## src/rtl/load_store_unit.sv

```systemverilog
// Load/store unit: sits between the CPU pipeline and a valid/ready data memory.
// It aligns store data into byte lanes, extracts and extends load data, rejects
// misaligned or unsupported accesses without touching memory, and bounds the
// read-return wait with a timeout that reports an error.
module load_store_unit #(
  parameter int MEM_LATENCY_MAX = 15
) (
  input  logic        clk,
  input  logic        rst_n,      // active-high asynchronous reset despite the name
  input  logic        req_valid,
  input  logic        req_write,
  input  logic [31:0] req_addr,
  input  logic [31:0] req_wdata,
  input  logic [2:0]  req_func3,
  output logic        stall,
  output logic [31:0] rsp_rdata,
  output logic        done,
  output logic        error,
  output logic        mem_valid,
  input  logic        mem_ready,
  output logic        mem_write,
  output logic [29:0] mem_addr,
  output logic [31:0] mem_wdata,
  output logic [3:0]  mem_wstrb,
  input  logic        mem_rvalid,
  input  logic [31:0] mem_rdata
);

  localparam int CW = $clog2(MEM_LATENCY_MAX + 1);
  // Counter value during the last permitted read-wait cycle
  localparam logic [CW-1:0] CNT_LAST = CW'(MEM_LATENCY_MAX - 1);

  typedef enum logic [1:0] {
    ST_IDLE  = 2'b00,
    ST_REQ   = 2'b01,
    ST_RWAIT = 2'b10,
    ST_DONE  = 2'b11
  } state_t;

  state_t          state_r;
  logic [CW-1:0]   cnt_r;
  logic [2:0]      func3_r;
  logic [1:0]      addr_lo_r;

  // Access is legal when func3 is a supported width for the direction and the
  // address is naturally aligned for that width.
  function automatic logic access_ok(input logic wr, input logic [2:0] f3,
                                     input logic [1:0] lo);
    logic ok;
    case (f3)
      3'b000:  ok = 1'b1;
      3'b001:  ok = ~lo[0];
      3'b010:  ok = (lo == 2'b00);
      3'b100:  ok = ~wr;
      3'b101:  ok = ~wr & ~lo[0];
      default: ok = 1'b0;
    endcase
    return ok;
  endfunction

  // Byte-enable pattern for a store of the given width at the given lane.
  function automatic logic [3:0] store_strb(input logic [2:0] f3,
                                            input logic [1:0] lo);
    logic [3:0] s;
    case (f3)
      3'b000:  s = 4'b0001 << lo;
      3'b001:  s = 4'b0011 << lo;
      3'b010:  s = 4'b1111;
      default: s = 4'b0000;
    endcase
    return s;
  endfunction

  // Store data replicated across lanes so the strobe alone selects the target.
  function automatic logic [31:0] store_data(input logic [2:0] f3,
                                             input logic [31:0] d);
    logic [31:0] w;
    case (f3)
      3'b000:  w = {4{d[7:0]}};
      3'b001:  w = {2{d[15:0]}};
      3'b010:  w = d;
      default: w = 32'h0000_0000;
    endcase
    return w;
  endfunction

  // Select the addressed byte/half from the returned word and extend it.
  function automatic logic [31:0] load_extract(input logic [2:0] f3,
                                               input logic [1:0] lo,
                                               input logic [31:0] d);
    logic [7:0]  b;
    logic [15:0] h;
    logic [31:0] r;
    case (lo)
      2'd0:    b = d[7:0];
      2'd1:    b = d[15:8];
      2'd2:    b = d[23:16];
      2'd3:    b = d[31:24];
      default: b = 8'h00;
    endcase
    h = lo[1] ? d[31:16] : d[15:0];
    case (f3)
      3'b000:  r = {{24{b[7]}}, b};
      3'b001:  r = {{16{h[15]}}, h};
      3'b010:  r = d;
      3'b100:  r = {24'h00_0000, b};
      3'b101:  r = {16'h0000, h};
      default: r = 32'h0000_0000;
    endcase
    return r;
  endfunction

  // The CPU is held while it presents a request, released in the completion cycle
  assign stall = req_valid & (state_r != ST_DONE);

  // Access sequencer: state, captured request, memory payload and response pulses
  always_ff @(posedge clk or posedge rst_n) begin
    if (rst_n) begin
      state_r   <= ST_IDLE;
      cnt_r     <= '0;
      func3_r   <= 3'b000;
      addr_lo_r <= 2'b00;
      mem_valid <= 1'b0;
      mem_write <= 1'b0;
      mem_addr  <= 30'h0000_0000;
      mem_wdata <= 32'h0000_0000;
      mem_wstrb <= 4'b0000;
      done      <= 1'b0;
      error     <= 1'b0;
      rsp_rdata <= 32'h0000_0000;
    end else begin
      done  <= 1'b0;
      error <= 1'b0;
      case (state_r)
        ST_IDLE: begin
          if (req_valid) begin
            if (access_ok(req_write, req_func3, req_addr[1:0])) begin
              // Capture the whole request so later input changes cannot leak in
              state_r   <= ST_REQ;
              mem_valid <= 1'b1;
              mem_write <= req_write;
              mem_addr  <= req_addr[31:2];
              mem_wdata <= req_write ? store_data(req_func3, req_wdata) : 32'h0000_0000;
              mem_wstrb <= req_write ? store_strb(req_func3, req_addr[1:0]) : 4'b0000;
              func3_r   <= req_func3;
              addr_lo_r <= req_addr[1:0];
            end else begin
              // Misaligned or unsupported: complete with error, no memory access
              state_r <= ST_DONE;
              done    <= 1'b1;
              error   <= 1'b1;
            end
          end
        end
        ST_REQ: begin
          if (mem_ready) begin
            mem_valid <= 1'b0;
            if (mem_write) begin
              state_r <= ST_DONE;
              done    <= 1'b1;
            end else begin
              state_r <= ST_RWAIT;
              cnt_r   <= '0;
            end
          end
        end
        ST_RWAIT: begin
          if (mem_rvalid) begin
            rsp_rdata <= load_extract(func3_r, addr_lo_r, mem_rdata);
            state_r   <= ST_DONE;
            done      <= 1'b1;
          end else if (cnt_r == CNT_LAST) begin
            // Memory never answered: report error with a zeroed result
            rsp_rdata <= 32'h0000_0000;
            state_r   <= ST_DONE;
            done      <= 1'b1;
            error     <= 1'b1;
          end else begin
            cnt_r <= cnt_r + CW'(1);
          end
        end
        ST_DONE: begin
          state_r <= ST_IDLE;
        end
        default: begin
          state_r   <= ST_IDLE;
          mem_valid <= 1'b0;
        end
      endcase
    end
  end

endmodule

```

## config.mk

```make
export PLATFORM = sky130hd
export DESIGN_NAME = load_store_unit
export DESIGN_NICKNAME = d
export VERILOG_FILES = /design/src/rtl/load_store_unit.sv
export SDC_FILE = /design/constraint.sdc
export NUM_CORES = 1
export LEC_CHECK = 0
export CAP_MARGIN = 20
export CELL_PAD_IN_SITES_DETAIL_PLACEMENT = 0
export CELL_PAD_IN_SITES_GLOBAL_PLACEMENT = 1
export CORE_ASPECT_RATIO = 0.7
export CORE_UTILIZATION = 34
export DETAILED_ROUTE_END_ITERATION = 7
export PLACE_DENSITY = 0.86
export SLEW_MARGIN = 15
export SYNTH_ARGS = -nofsm -noshare
export SYNTH_HDL_FRONTEND = slang
export SYNTH_SLANG_ARGS = --single-unit
```

## constraint.sdc

```tcl
create_clock -name clk -period 4 [get_ports clk]
set_clock_uncertainty 0.05 [all_clocks]
set_input_delay 0.6 -clock clk [delete_from_list [all_inputs] [get_ports clk]]
set_output_delay 0.6 -clock clk [all_outputs]
set_load 0.005 [all_outputs]
```

Word level (Yosys, flattened, before mapping)

Cells that the tools add are included.

Register bits after elaboration: 113
Input port bits: 105
Output and inout bits: 103
Word-level logic and storage cells: 92

Add/sub/neg operators: 1
Eq/ne operators: 23
Shifts and indexed selects: 2
Muxes and demuxes: 37
Bitwise logic cells: 4
Reduce and logical (&&, ||, !) cells: 13

Operators by type and width:

| kind                                                                  | count |
|---|---|
| 32-bit one-hot mux with 5 select lines                                | 1 |
| 32-bit 2-to-1 mux                                                     | 3 |
| 32-bit one-hot mux with 3 select lines                                | 1 |
| 8-bit one-hot mux with 4 select lines                                 | 1 |
| 4-bit 2-to-1 mux                                                      | 5 |
| 16-bit 2-to-1 mux                                                     | 1 |
| 2-bit != test, second input constant                                  | 7 |
| 1-bit 2-to-1 mux                                                      | 13 |
| 3-bit equality test, second input constant                            | 4 |
| 4-bit one-hot mux with 3 select lines                                 | 1 |
| 2-bit 2-to-1 mux                                                      | 5 |
| 2-bit equality test, second input constant                            | 4 |
| 2-bit one-hot mux with 4 select lines                                 | 1 |
| 4-bit one-hot mux with 2 select lines                                 | 1 |
| 3-bit by 1-bit equality test with 1-bit output, second input constant | 2 |
| 3-bit by 2-bit equality test with 1-bit output, second input constant | 2 |
| 2-bit zero test                                                       | 3 |
| 3-bit zero test                                                       | 2 |
| 3-bit AND reduction                                                   | 2 |
| 2-bit nonzero test                                                    | 3 |
| 1-bit one-hot mux with 5 select lines                                 | 1 |
| 5-bit AND reduction                                                   | 1 |
| 4-bit by 1-bit adder with 4-bit output, second input constant         | 1 |
| 2-bit by 1-bit equality test with 1-bit output, second input constant | 2 |
| other kinds (10)                                                      | 13 |

Longest topological paths before layout

Gate-level depths: netlist (run 1).

Depth after elaboration: 8
Mapped depth: 9
Depth with buffers taken out: 6

Worst setup path before layout (run 1)

No wires, ideal clock.

Path type: in2reg
From: in req_func3[1]
To: reg mem_wstrb[3]
Setup time: 0.136 ns
Arrival: 1.782 ns
Required time: 3.814 ns
Slack: 2.032 ns
Stages: 8
Path buffers: 4
Path through: buf_2 a221oi_1 o211ai_1 buf_2 buf_2 buf_2 nand2_1 o21ai_0

Longest elaborated chain between the ends: 5
Elaborated cells between the ends (all ways): 11
Classes of those cells: eq/ne (4); mux (5); reduce/logical (2)

Ends and longest elaborated chain:

| item                                              | line | text |
|---|---|---|
| start, declared                                   | 14   | `input logic [2:0] req_func3,` |
| 3-bit equality test, or another cell as far along | 50   | `case (f3)` |
| 1-bit one-hot mux with 5 select lines             | 50   |  |
| 1-bit 2-to-1 mux                                  | 136  | `if (req_valid) begin` |
| 1-bit 2-to-1 mux                                  | 134  | `case (state_r)` |
| 3-bit AND reduction (no source line)              | -    |  |
| end signal, assigned                              | 144  | `mem_wstrb <= req_write ? store_strb(req_func3, req_addr[1:0]) : 4'b0000;` |
| end, declared                                     | 24   | `output logic [3:0] mem_wstrb,` |

Several ways; a longest one is shown, not always the timed one. The select of a mux whose other input is x is not followed.
A chain may end at the register's enable or synchronous reset.

Final worst setup path (run 1)

From: reg func3_r[0]
To: reg rsp_rdata[23]

Longest elaborated chain between the ends: 3
Elaborated cells between the ends (all ways): 7
Classes of those cells: eq/ne (4); mux (2); reduce/logical (1)

Ends and longest elaborated chain:

| item                                              | line | text |
|---|---|---|
| start, declared                                   | 42   | `logic [2:0] func3_r;` |
| start signal, assigned                            | 145  | `func3_r <= req_func3;` |
| 3-bit equality test, or another cell as far along | 102  | `case (f3)` |
| 32-bit one-hot mux with 5 select lines (*)        | 102  |  |
| 32-bit 2-to-1 mux (*)                             | 168  | `if (mem_rvalid) begin` |
| end signal, assigned                              | 169  | `rsp_rdata <= load_extract(func3_r, addr_lo_r, mem_rdata);` |
| end, declared                                     | 16   | `output logic [31:0] rsp_rdata,` |

Every way passes the cells marked *; elsewhere a longest branch is shown, timed or not.

==> results of run 1 <==
-- worst register-to-register path, stage by stage, from the launching register on --
cell and delay, ns:
dfrtp_1 0.75, nor2b_1 0.65, a22oi_2 0.20, a2111oi_4 0.89, a221o_1 0.22
-- cell type report --
class / count / area [um2]
Inverter: 8 / 35.03
Tap cell: 225 / 281.5
Multi-Input combinational cell: 380 / 2663
Clock buffer: 17 / 425.4
Clock inverter: 15 / 136.4
Fill cell: 1494 / 7873
Timing Repair Buffer: 218 / 2155
Sequential cell: 113 / 2828
-- cells in the final DEF (no fill, tap or decap), types with 16 or more instances in the layout --
cell type / count
nor2b_1: 17
clkdlybuf4s50_1: 207
dfrtp_1: 113
nand2_1: 74
clkbuf_16: 17
a21oi_1: 16
mux2i_1: 24
mux2_2: 44
o21ai_0: 63
a221o_1: 16
-- sequential cells by signal (all words and copies together) (netlist names) --
register / count
func3_r: 3
done: 1
error: 1
mem_wdata: 32
cnt_r: 4
mem_write: 1
mem_valid: 1
mem_addr: 30
rsp_rdata: 32
addr_lo_r: 2
state_r: 2
mem_wstrb: 4
-- stage by stage --
stage	hold slack (ns)	cells	power (mW)
6_report	0.4269	976	5.614
5_1_grt	0.4424	976	5.973
4_1_cts	0.4318	976	5.660
3_5_place_dp	0.4188	944	4.203
3_3_place_gp	0.4123	944	4.118
2_1_floorplan	0.4226	547	2.996
-- final timing paths --
path,from,end,depth (start not counted)
max,func3_r[0],rsp_rdata[23],4
min,mem_wdata[21],mem_wdata[21],2
max reg2reg,func3_r[0],rsp_rdata[23],4
min reg2reg,mem_wdata[21],mem_wdata[21],2
max in group asynchronous,rst_n,rsp_rdata[17],3
min in group asynchronous,rst_n,rsp_rdata[7],2
-- where the power goes --
group	switching, mW	internal [mW]	leakage, nW
combinational	0.876	1.36	1.80
clock	0.567	0.856	0.254
sequential	0.374	1.59	1.46
-- layer usage --
layer  vias to the layer above  GRT usage [%]  part of all wire, %
met5                         -              0                    0
met4                         0          7.379                  1.3
met3                        16          6.790                  8.8
met2                       217          29.69                   44
met1                      2447          29.08                   45
li1                       2385              -                    -
-- cell families after synthesis --
family	synth area share, %
adders and majority gates	1.312
DFF	49.42
AOI/OAI and AO/OA	20.03
buffers and inverters	4.111
muxes	13.25
and+or+nand+nor	11.87
==> run_results.csv, run 1 <==
group,metric,value,unit
yosys,synthCells,547,
yosys,avgSynthCellArea,10.46,um2
routing,vias,5065,
sta,slew_viol_final,0,
floorplanning,io_pins,208,
worst_setup_path,cp_slowest_stage_delay,0.89,ns
floorplanning,rows,39,
yosys,yosysSeqAreaShare,49.42,%
worst_setup_path,critPathMaxFanout,16,
worst_setup_path,crit_family,"compound AO/OA/AOI/OAI gates",
final_layout,fin_nets,849,
sta,min_period_over_period,70.77,%
floorplanning,die_area,17360,um2
sta,tightest_slew,0.9395,ns
sta,rsz0062_at_grt,"false",
global_route,grt.overflow.total,0,
final_layout,post-route-util,51.98,%
worst_setup_path,worstSetupStartpointType,"register",
floorplanning,die_y,110.5,um
sta,setup_viol,0,
yosys,synth_area_leader_cell,"dfrtp_1",
yosys,yosysTopAreaCellShare,49.42,%
pwr,cellLeakagePower,3.513,nW
sta,finalHoldViolCount,0,
yosys,yosysWarningCount,0,
worst_setup_path,crit_chain,"nor2b_1, a22oi_2, a2111oi_4, a221o_1",
yosys,async_reset_ff_share,100.0,%
worst_setup_path,worstSetupPathType,"register to register",
routing,antenna_left,0,
placement,place_hpwl,12690,um
pwr,powerDensity,658.7,nW/um2
clocking,path_clk_slew,0.06,ns
clocking,clk_latency,0.41,ns
sta,fin_crit,2.831,ns
worst_setup_path,r2r_slack,1.17,ns
sta,slew_headroom,37.36,%
clocking,post_cts_buffers,0,
hold_path,hold_path.class,"register to register",
clocking,cts_hold_buf,0,
global_route,antenna_found_initial,0,
routing,dr.pass1.iters,5,
floorplanning,die_w,157.1,um
clocking,cts_buffers,17,
sta,fmax,0.3533,GHz
clocking,ctsResizeCount,0,
global_route,grt_max_degree,86,
global_route,grtUsageTotal,20.75,%
final_layout,area_growth,48.96,%
clocking,cts_sinks,113,
sta,worst_slack,1.169,ns
worst_setup_path,endpoint_kind,"register",
routing,wl_per_cell,17.66,um
global_route,grt_pass1_vias,5036,
yosys,synth_seq_cells,113,
yosys,syn_nets,658,
yosys,synth_common_cells,"113 x dfrtp_1, 74 x nand2_1, 63 x o21ai_0, 44 x mux2_2, 27 x clkbuf_1",
placement,dp_slack,1.066,ns
clocking,clockBufferDepth,2,
yosys,ys.flop_type,"dfrtp_1",
sta,tns,0,ns
clocking,cts_root_buffer,"clkbuf_16",
routing,wirelength,17240,um
placement,place_congestion,0.8826,
status,outcome,"finished, final reports clean",
yosys,synth_area,5722,um2
yosys,synth_edf_count,0,
global_route,grt_first_pass_wirelength,27370,um
worst_setup_path,critical_path_arrival,3.12,ns
worst_setup_path,worstPathRequired,4.29,ns
placement,io_buffers,207,
clocking,htreeDepth,4,
pwr,vdd_drop_max,0.2284,mV
final_layout,fin_area,8523,um2
yosys,synth.distinct_cells,51,
yosys,synthTopCellsByArea,"dfrtp_1 49%, mux2_2 8.7%, o21ai_0 5.5%",
routing,viasPerCell,5.190,
placement,dpl_cell_area,7959,um2
worst_setup_path,crit_slowest_cell,"a2111oi_4",
run,maxCapViolCount,0,
final_layout,layout-drive-gt1-share,12.78,%
floorplanning,initial_core_util,34.90,%
clocking,cts_tree,"done",
final_layout,diodes,0,
worst_setup_path,cp.buffers_inverters,0,
routing,drc,0,
floorplanning,core-area,16400,um2
routing,dr.first_iter.drc_count,305,
yosys,synth.most_common_cell,"dfrtp_1",
Note: power is estimated with default switching activity, not from simulation.
==> run 2: changes to the inputs <==
Clock period 4 ns to 2.7 ns, I/O delays scaled along.
==> run 2 against run 1 <==
Combinational power rose by 56%. Clock power rose by 75%. Worst hold slack lost 0.20 ns. First-iteration DRC count fell by 1.6%. Non-clock buffer count is 10 higher. Critical path type unchanged. Critical endpoint is now rsp_rdata[28]. Highest routed layer is now met5.
==> run_results.csv, run 2 (synthesis results as in run 1) <==
group,metric,value,unit
status,outcome,"finished, final reports clean",
clocking,cts_hold_buf,0,
routing,antenna_left,0,
worst_setup_path,crit_family,"compound AO/OA/AOI/OAI gates",
final_layout,final_common_cell,"clkdlybuf4s50_1",
worst_setup_path,cp.buffers_inverters,1,
sta,tns,0,ns
floorplanning,core-area,16400,um2
sta,fmax,0.4188,GHz
floorplanning,rows,39,
placement,place_congestion,0.9181,
final_layout,diodes,0,
final_layout,post-route-util,53.14,%
sta,tightest_slew,0.8740,ns
sta,rsz0062_at_grt,"false",
floorplanning,die_y,110.5,um
clocking,cts_tree,"done",
run,maxCapViolCount,0,
worst_setup_path,rr_worst_depth,5,
routing,drc,0,
pwr,powerDensity,1007,nW/um2
pwr,cellLeakagePower,3.623,nW
sta,worst_slack,0.3120,ns
pwr,vdd_drop_max,0.4276,mV
global_route,grt_max_degree,100,
global_route,grt.overflow.total,0,
final_layout,layout-drive-gt1-share,13.93,%
clocking,post_cts_buffers,0,
worst_setup_path,worstSetupPathType,"register to register",
sta,setup_viol,0,
routing,vias,5198,
pwr,combPwrFrac,39.5,%
worst_setup_path,critical_path_arrival,2.68,ns
worst_setup_path,r2r_start,"state_r[0]",
final_layout,final_cell_mix,"207 x clkdlybuf4s50_1, 113 x dfrtp_1, 74 x nand2_1",
global_route,grt_first_pass_wirelength,28470,um
clocking,cts_sinks,113,
clocking,htreeDepth,4,
worst_setup_path,cp.depth,5,
worst_setup_path,cp_slowest_stage_delay,0.83,ns
floorplanning,io_pins,208,
pwr,switching_share,30.79,%
routing,dr.first_iter.drc_count,300,
global_route,antenna_found_initial,1,
sta,finalHoldViolCount,0,
worst_setup_path,crit_chain,"inv_1, ha_1, nand2_1, a2111oi_4, a221o_1",
clocking,clockBufferDepth,2,
global_route,grt_pass1_vias,5394,
routing,dr.pass1.iters,4,
clocking,ctsResizeCount,0,
worst_setup_path,endpoint_kind,"register",
floorplanning,initial_core_util,34.90,%
worst_setup_path,r2r_slack,0.31,ns
routing,wirelength,17870,um
clocking,cts_buffers,17,
pwr,p_clk_share,28.3,%
pwr,power_switching,2.701,mW
clocking,clk_latency,0.40,ns
worst_setup_path,worstSetupStartpointType,"register",
placement,dp_slack,0.1920,ns
clocking,path_clk_slew,0.06,ns
worst_setup_path,rr_endpoint,"rsp_rdata[28]",
placement,place_hpwl,13110,um
worst_setup_path,worstPathRequired,2.99,ns
final_layout,top_regs,"mem_wdata x32, rsp_rdata x32, mem_addr x30",
placement,io_buffers,207,
floorplanning,die_area,17360,um2
routing,viasPerCell,5.272,
final_layout,fin_nets,859,
sta,slew_headroom,41.73,%
pwr,power.internal,6.070,mW
hold_path,hold_path.class,"input pin to async pin",
clocking,cts_root_buffer,"clkbuf_16",
final_layout,area_growth,52.26,%
sta,min_period_over_period,88.44,%
routing,wl_per_cell,18.12,um
worst_setup_path,critPathMaxFanout,16,
sta,slew_viol_final,0,
global_route,grtUsageTotal,21.22,%
pwr,power,8.772,mW
pwr,p_seq_share,32.1,%
floorplanning,die_w,157.1,um
sta,fin_crit,2.388,ns
worst_setup_path,crit_slowest_cell,"a2111oi_4",
run 2: through the flow:
| stage | instances | area (um2) | hold WS (ns) |
|---|---|---|---|
| floorplan | 547 | 5725 | 0.4226 |
| global placement | 954 | 8060 | 0.4131 |
| global route | 986 | 8712 | 0.2375 |
| CTS | 986 | 8712 | 0.2220 |
| finish | 986 | 8712 | 0.2260 |
| detailed placement | 954 | 8060 | 0.4187 |
run 2: final cells by class:
type                            instances  area, um2
Inverter                                8      33.78
Fill cell                            1495       7684
Multi-Input combinational cell        380       2663
Sequential cell                       113       2828
Clock buffer                           18      439.2
Tap cell                              225      281.5
Clock inverter                         14      212.7
Timing Repair Buffer                  228       2255
run 2: worst max-delay path by stage:
stage / start / slack [ns] / end
after global routing: state_r[0] / 0.12 / rsp_rdata[28]
after detailed placement: req_addr[0] / 0.19 / mem_addr[26]
after CTS: state_r[0] / 0.32 / rsp_rdata[28]
after floorplan: state_r[0] / 0.80 / rsp_rdata[23]
final: state_r[0] / 0.31 / rsp_rdata[28]
after global placement: req_addr[0] / 0.26 / mem_addr[19]
run 2: routing by layer:
| metal | up-vias | routed length, um | global-route usage, % | part of all wire [%] |
|---|---|---|---|---|
| met5 | - | 14 | 0 | 0.078 |
| met4 | 2 | 279 | 6.149 | 1.6 |
| met3 | 23 | 1572 | 7.300 | 8.8 |
| met2 | 227 | 8099 | 33.13 | 45 |
| met1 | 2538 | 7903 | 27.72 | 44 |
| li1 | 2408 | - | - | - |
run 2: power groups by stage:
stage / Combinational, mW / Sequential, mW / Clock (mW)
after floorplan: 1.67 / 2.77 / 0
after global placement: 3.38 / 2.80 / 0
after detailed placement: 3.48 / 2.84 / 0
after CTS: 3.49 / 2.82 / 2.54
after global routing: 3.78 / 2.90 / 2.62
final: 3.47 / 2.82 / 2.49
==> edit 1, RTL diff (config.mk and constraints of run 2) <==
Re-encode `state_t` (4 states) as one-hot, 4 bits wide.
--- a/src/rtl/load_store_unit.sv
+++ b/src/rtl/load_store_unit.sv
@@ -31,9 +31,9 @@
   localparam logic [CW-1:0] CNT_LAST = CW'(MEM_LATENCY_MAX - 1);
 
-  typedef enum logic [1:0] {
-    ST_IDLE  = 2'b00,
-    ST_REQ   = 2'b01,
-    ST_RWAIT = 2'b10,
-    ST_DONE  = 2'b11
+  typedef enum logic [3:0] {
+    ST_IDLE  = 4'b0001,
+    ST_REQ   = 4'b0010,
+    ST_RWAIT = 4'b0100,
+    ST_DONE  = 4'b1000
   } state_t;
 
Check against the original RTL: same outputs for any inputs over 4 cycles, from zero or initial values and one cycle with rst_n high; so few cycles prove little.
==> edit 1 against run 2 <==
- sequential cell count rose by 2
- global-route usage up 0.42 points
- design area fell by 1.7%
- combinational power fell by 21%
- clock power decreased by 3%
- setup slack improved by 20 ps
- routed wire length up 0.19%
- area after synthesis down 2.9%
- total power is 10% lower
- count of clock-buffer cells in the layout grew 2
- critical path type is now flop to output pin
- largest cell class unchanged
- largest power group is now sequential cells
==> edit 1: results (changes against run 2) <==
[status]
status = complete, no violations  ; unchanged

[cts]
post_cts_resize_count = 0  ; unchanged
root_buffer = clkbuf_16  ; unchanged
cts_buffers = 17  ; unchanged
h-tree-depth = 4  ; unchanged
cts.clk_slew.worst_paths_ps = 50
clk_latency_ps = 410
clockBufferDepth = 2  ; unchanged
cts_setup_buffers = 0  ; unchanged

[synthesis]
yosys-top-cells-count = 114 x dfrtp_1, 73 x nand2_1, 38 x o21ai_0  ; was 113 x dfrtp_1, 74 x nand2_1, 63 x o21ai_0
ys_seq_area_share_pct = 51.8  ; was 49.4%
ys_top_cells_by_area = dfrtp_1 51%, mux2_2 7.5%, nand2_1 4.9%, a22o_1 3.9%, o21ai_0 3.4%  ; was dfrtp_1 49%, mux2_2 8.7%, o21ai_0 5.5%, nand2_1 4.9%, mux2i_1 4.2%
syn_nets = 636  ; was 658
yosys_warnings = 0  ; unchanged
synthArstFlopShare_pct = 100  ; unchanged
synth_cell_types = 53  ; was 51

[route]
drt-total-wl_mm = 17.9  ; about the same
vias_per_cell = 5.33  ; was 5.27
dr.pass1.iters = 5  ; was 4
first_iter_violations = 420  ; was 300

[sta]
tightest_slew_ps = 776  ; was 874 ps

[pwr]
max-vdd-ir-drop_v = 0.000484  ; was 0.000428 V
p_leak_nw = 3.65  ; was 3.62 nW

[setup_path]
crit_slowest_cell = dfstp_2  ; was a2111oi_4
crit_family = flip-flops  ; was compound AO/OA/AOI/OAI gates
arrival_ps = 1910  ; was 2680 ps
cp_max_fo = 10  ; was 16
slowest_delay_ps = 630  ; was 830 ps

[worst_hold_path]
min_path_type = input pin to asynchronous set/reset pin  ; unchanged

[finish]
nets = 845  ; was 859
fillers = 1331  ; was 1,495
post_route_cells_drive_above_1_share_pct = 13.7  ; was 13.9%
reg.largest.list = mem_wdata: 32 flops, rsp_rdata: 32 flops, mem_addr: 30 flops  ; unchanged

[place]
place_congestion = 0.867  ; was 0.918
port_buffers = 207  ; unchanged
dp_hpwl_mm = 12.9  ; was 13.1 mm

[global_route]
antenna_found_initial = 1  ; unchanged
grt_max_degree = 57  ; was 100
grt_usage_pct = 21.6  ; was 21.2%
grt_pass1_vias = 5127  ; was 5,394
grt_pass1_wl_mm = 27.8  ; was 28.5 mm

[job]
max-cap-violations = 0  ; unchanged

## edit 1: cell types whose count changed after synthesis, sizes merged, moves of 8 or more
| cell | before | now |
|---|---|---|
| a221o | 16 | 0 |
| a21o | 2 | 16 |
| a31oi | 1 | 18 |
| nand2b | 4 | 14 |
| o22ai | 13 | 0 |
| a221oi | 10 | 2 |
| mux2i | 24 | 9 |
| buf | 18 | 28 |
| a22o | 1 | 25 |
| clkbuf | 28 | 13 |
| a21oi | 16 | 36 |
| o21ai | 64 | 47 |
| o211ai | 1 | 9 |
## edit 1: layout make-up
type / instances / area (um2) / share of cell area (%)
Multi-Input combinational cell: 366 / 2450 / 28.7
Sequential cell: 115 / 2880 / 33.6
Clock buffer: 20 / 457 / 5.33
Timing Repair Buffer: 231 / 2290 / 26.7
Antenna cell: 1 / 2.50 / 0.0292
Inverter: 7 / 30.0 / 0.350
Tap cell: 220 / 275 / 3.21
Clock inverter: 12 / 180 / 2.10
## edit 1: final timing paths
kind	from	endpoint	depth (start not counted)	slack [ps]
setup / recovery	state_r[0]	stall	4	330
hold reg to reg	rsp_rdata[26]	rsp_rdata[26]	1	430
setup reg to reg	state_r[3]	rsp_rdata[25]	5	480
hold / removal	rst_n	mem_addr[20]	2	380
min in group clk	rsp_rdata[26]	rsp_rdata[26]	1	430
max in group asynchronous	rst_n	state_r[0]	3	1500
## edit 1: cells by family after synthesis
logic type      Yosys count  share of synthesized area, %
xor+xnor                  2                         0.315
mux                      46                          9.12
compound gates          180                          21.7
buf+inv                  48                          4.19
flops                   115                          51.8
simple gates            136                          12.4
fa+ha+maj                 2                         0.450
## edit 1: through the flow
| step | util (%) | cell area (um2) | power [mW] | setup slack (ps) | cells |
|---|---|---|---|---|---|
| floorplan | - | 5560 | 3.90 | 846 | 529 |
| global placement | 50.4 | 7930 | 5.39 | 344 | 939 |
| detailed placement | 50.4 | 7930 | 5.48 | 296 | 939 |
| CTS | 54.4 | 8570 | 7.95 | 322 | 971 |
| global route | 54.4 | 8570 | 8.34 | 247 | 971 |
| finish | 54.4 | 8570 | 7.90 | 332 | 972 |
## edit 1: power by group
group	switching, mW	internal, mW
sequential	0.464	2.27
combinational	1.11	1.63
clock	0.825	1.60
total	2.40	5.50
## edit 1: worst reg2reg max path: stages, from the launching register on
cell     delay [ps]
dfrtp_1         470
nor4b_2         390
buf_4           230
nand3_1         510
a31oi_1         390
a21o_1          120
## edit 1: per-layer routing
metal	global-route usage, %	up-vias	routed length (um)
li1	-	2355	-
met1	29.7	2545	7950
met2	32.2	260	8040
met3	6.88	20	1640
met4	7.43	0	271
met5	0	-	0
==> edit 2, RTL diff (flow settings as in run 2) <==
Made on the original files. Set the parameter `MEM_LATENCY_MAX` to 16 (it was 15).
--- a/src/rtl/load_store_unit.sv
+++ b/src/rtl/load_store_unit.sv
@@ -4,5 +4,5 @@
 // read-return wait with a timeout that reports an error.
 module load_store_unit #(
-  parameter int MEM_LATENCY_MAX = 15
+  parameter int MEM_LATENCY_MAX = 16
 ) (
   input  logic        clk,
Check against the original RTL: no difference found for any inputs over 4 cycles, from zero or initial values and one cycle with rst_n high; that may be too few to reach the edited logic, so the function may still have changed.
==> edit 2 against run 2 <==
- design area shrank 1.7%
- largest power group unchanged
- first-iteration DRC count is 1.7% higher
- setup slack gained 170 ps
- area after synthesis is 2.0% lower
- routed wire length decreased by 2.6%
- final cell count decreased by 1.2%
- critical path type unchanged
- total power increased by 0.20%
- sequential cell count rose by 1
- largest cell class unchanged
==> edit 2: results (changes against run 2) <==
[setup_path]
r2r_cells = 5  ; unchanged
r2r_slack_ps = 480  ; was 310 ps
arrival_ps = 2510  ; was 2680 ps
cp_max_fo = 16  ; unchanged

[global_route]
antenna_found_initial = 0  ; was 1
grt_usage_pct = 21.2  ; about the same
grt_pass1_vias = 5100  ; was 5,394
grt_max_degree = 115  ; was 100
grt_pass1_wl_mm = 27.6  ; was 28.5 mm

[finish]
diodes = 0  ; unchanged
nets = 852  ; was 859
reg.largest.list = mem_wdata: 32 flops, rsp_rdata: 32 flops, mem_addr: 30 flops  ; unchanged
post_route_cells_drive_above_1_share_pct = 14.5  ; was 13.9%
fillers = 1382  ; was 1,495

[pwr]
max-vdd-ir-drop_v = 0.000493  ; was 0.000428 V
p_leak_nw = 3.61  ; was 3.62 nW
switching_share_pct = 31.4  ; was 30.8%

[place]
port_buffers = 207  ; unchanged
place_congestion = 0.873  ; was 0.918
dp_hpwl_mm = 12.5  ; was 13.1 mm

[synthesis]
synth_cell_types = 48  ; was 51
ys_top_cells_by_area = dfrtp_1 51%, mux2_2 8.8%, nand2_1 4.7%, a21oi_1 3.6%, a221o_1 2.9%  ; was dfrtp_1 49%, mux2_2 8.7%, o21ai_0 5.5%, nand2_1 4.9%, mux2i_1 4.2%
synthArstFlopShare_pct = 100  ; unchanged
ys_seq_area_share_pct = 50.9  ; was 49.4%
syn_nets = 650  ; was 658
yosys-top-cells-count = 114 x dfrtp_1, 70 x nand2_1, 44 x mux2_2  ; was 113 x dfrtp_1, 74 x nand2_1, 63 x o21ai_0
synth_ff_type = dfrtp_1  ; unchanged
yosys_warnings = 0  ; unchanged

[cts]
cts_buffers = 17  ; unchanged
post_cts_resize_count = 0  ; unchanged
clk_latency_ps = 410
cts.clk_slew.worst_paths_ps = 60  ; about the same
cts_setup_buffers = 0  ; unchanged
h-tree-depth = 4  ; unchanged
clockBufferDepth = 2  ; unchanged
root_buffer = clkbuf_16  ; unchanged

[worst_hold_path]
min_path_cells = 2
min_path_type = flop to flop  ; was input pin to asynchronous set/reset pin

[sta]
maxSlewHeadroom_pct = 30.0  ; was 41.7%

[route]
vias = 5104  ; was 5,198
wl_per_cell_um = 17.9  ; was 18.1 um
dr.pass1.iters = 7  ; was 4
first_iter_violations = 305  ; was 300

[status]
status = complete, no violations  ; unchanged

edit 2: cell count changes in the layout (fill, tap and decap cells not counted), moves of 7 or more:
| cell | delta |
|---|---|
| nor3_1 | +7 |
| nor3b_1 | -7 |
| mux2i_1 | -14 |
| a211oi_1 | +7 |
| nand2b_1 | +8 |
| o31ai_1 | +10 |
| nor2_1 | +10 |
| a21oi_1 | +24 |
| o21ai_0 | -35 |
| nor2b_1 | -9 |
| nand3b_1 | -7 |
edit 2: per-stage QoR:
stage	instance area [um2]	cells	worst slack (ps)	util (%)	hold slack, ps
after global placement	7940	942	291	50.3	410
after CTS	8570	974	486	54.3	427
final	8570	974	483	54.3	423
after detailed placement	7940	942	227	50.3	416
after global routing	8570	974	295	54.3	454
after floorplan	5610	539	502	-	399
edit 2: final timing paths:
check                                  start       endpoint
worst max-delay path              state_r[0]  rsp_rdata[18]
worst min-delay path            mem_wstrb[1]   mem_wstrb[1]
worst max register to register    state_r[0]  rsp_rdata[18]
worst min register to register  mem_wstrb[1]   mem_wstrb[1]
max in group asynchronous              rst_n    mem_addr[4]
min in group asynchronous              rst_n   rsp_rdata[7]
edit 2: worst max-delay path: stages, from the launching register on:
cell     delay (ps)
dfrtp_1         400
inv_1           130
ha_1            190
nand2_1         220
nor2b_1         880
a221o_1         290
edit 2: routing by layer:
layer / vias to the layer above / share of wire (%) / track usage [%]
met2: 237 / 44 / 31.1
li1: 2384 / - / -
met1: 2459 / 46 / 30.3
met4: 0 / 1.4 / 6.51
met5: - / 0 / 0
met3: 24 / 8.2 / 5.91
edit 2: area by class of cell:
cell class / instances / area [um2] / share of cell area, %
clock buffer: 18 / 439 / 5.13
clock inverter: 14 / 188 / 2.19
inverter: 11 / 45.0 / 0.526
multi-input combinational: 371 / 2530 / 29.5
sequential: 114 / 2850 / 33.3
tap: 220 / 275 / 3.21
timing repair buffer: 226 / 2240 / 26.1
edit 2: power groups by stage:
stage / combinational, mW / clock [mW] / sequential, mW
final: 3.50 / 2.41 / 2.89
after global routing: 3.83 / 2.53 / 2.97
after CTS: 3.52 / 2.44 / 2.88
after detailed placement: 3.50 / 0 / 2.89
after global placement: 3.43 / 0 / 2.87
after floorplan: 1.67 / 0 / 2.81
edit 2: kinds of logic after synthesis:
group | share of synthesized area, %
AO/OA/AOI/OAI | 21.0
adder cells (fa/ha/maj) | 1.34
buffers and inverters | 4.13
flip-flops | 50.9
multiplexers | 11.0
AND/OR/NAND/NOR | 11.7
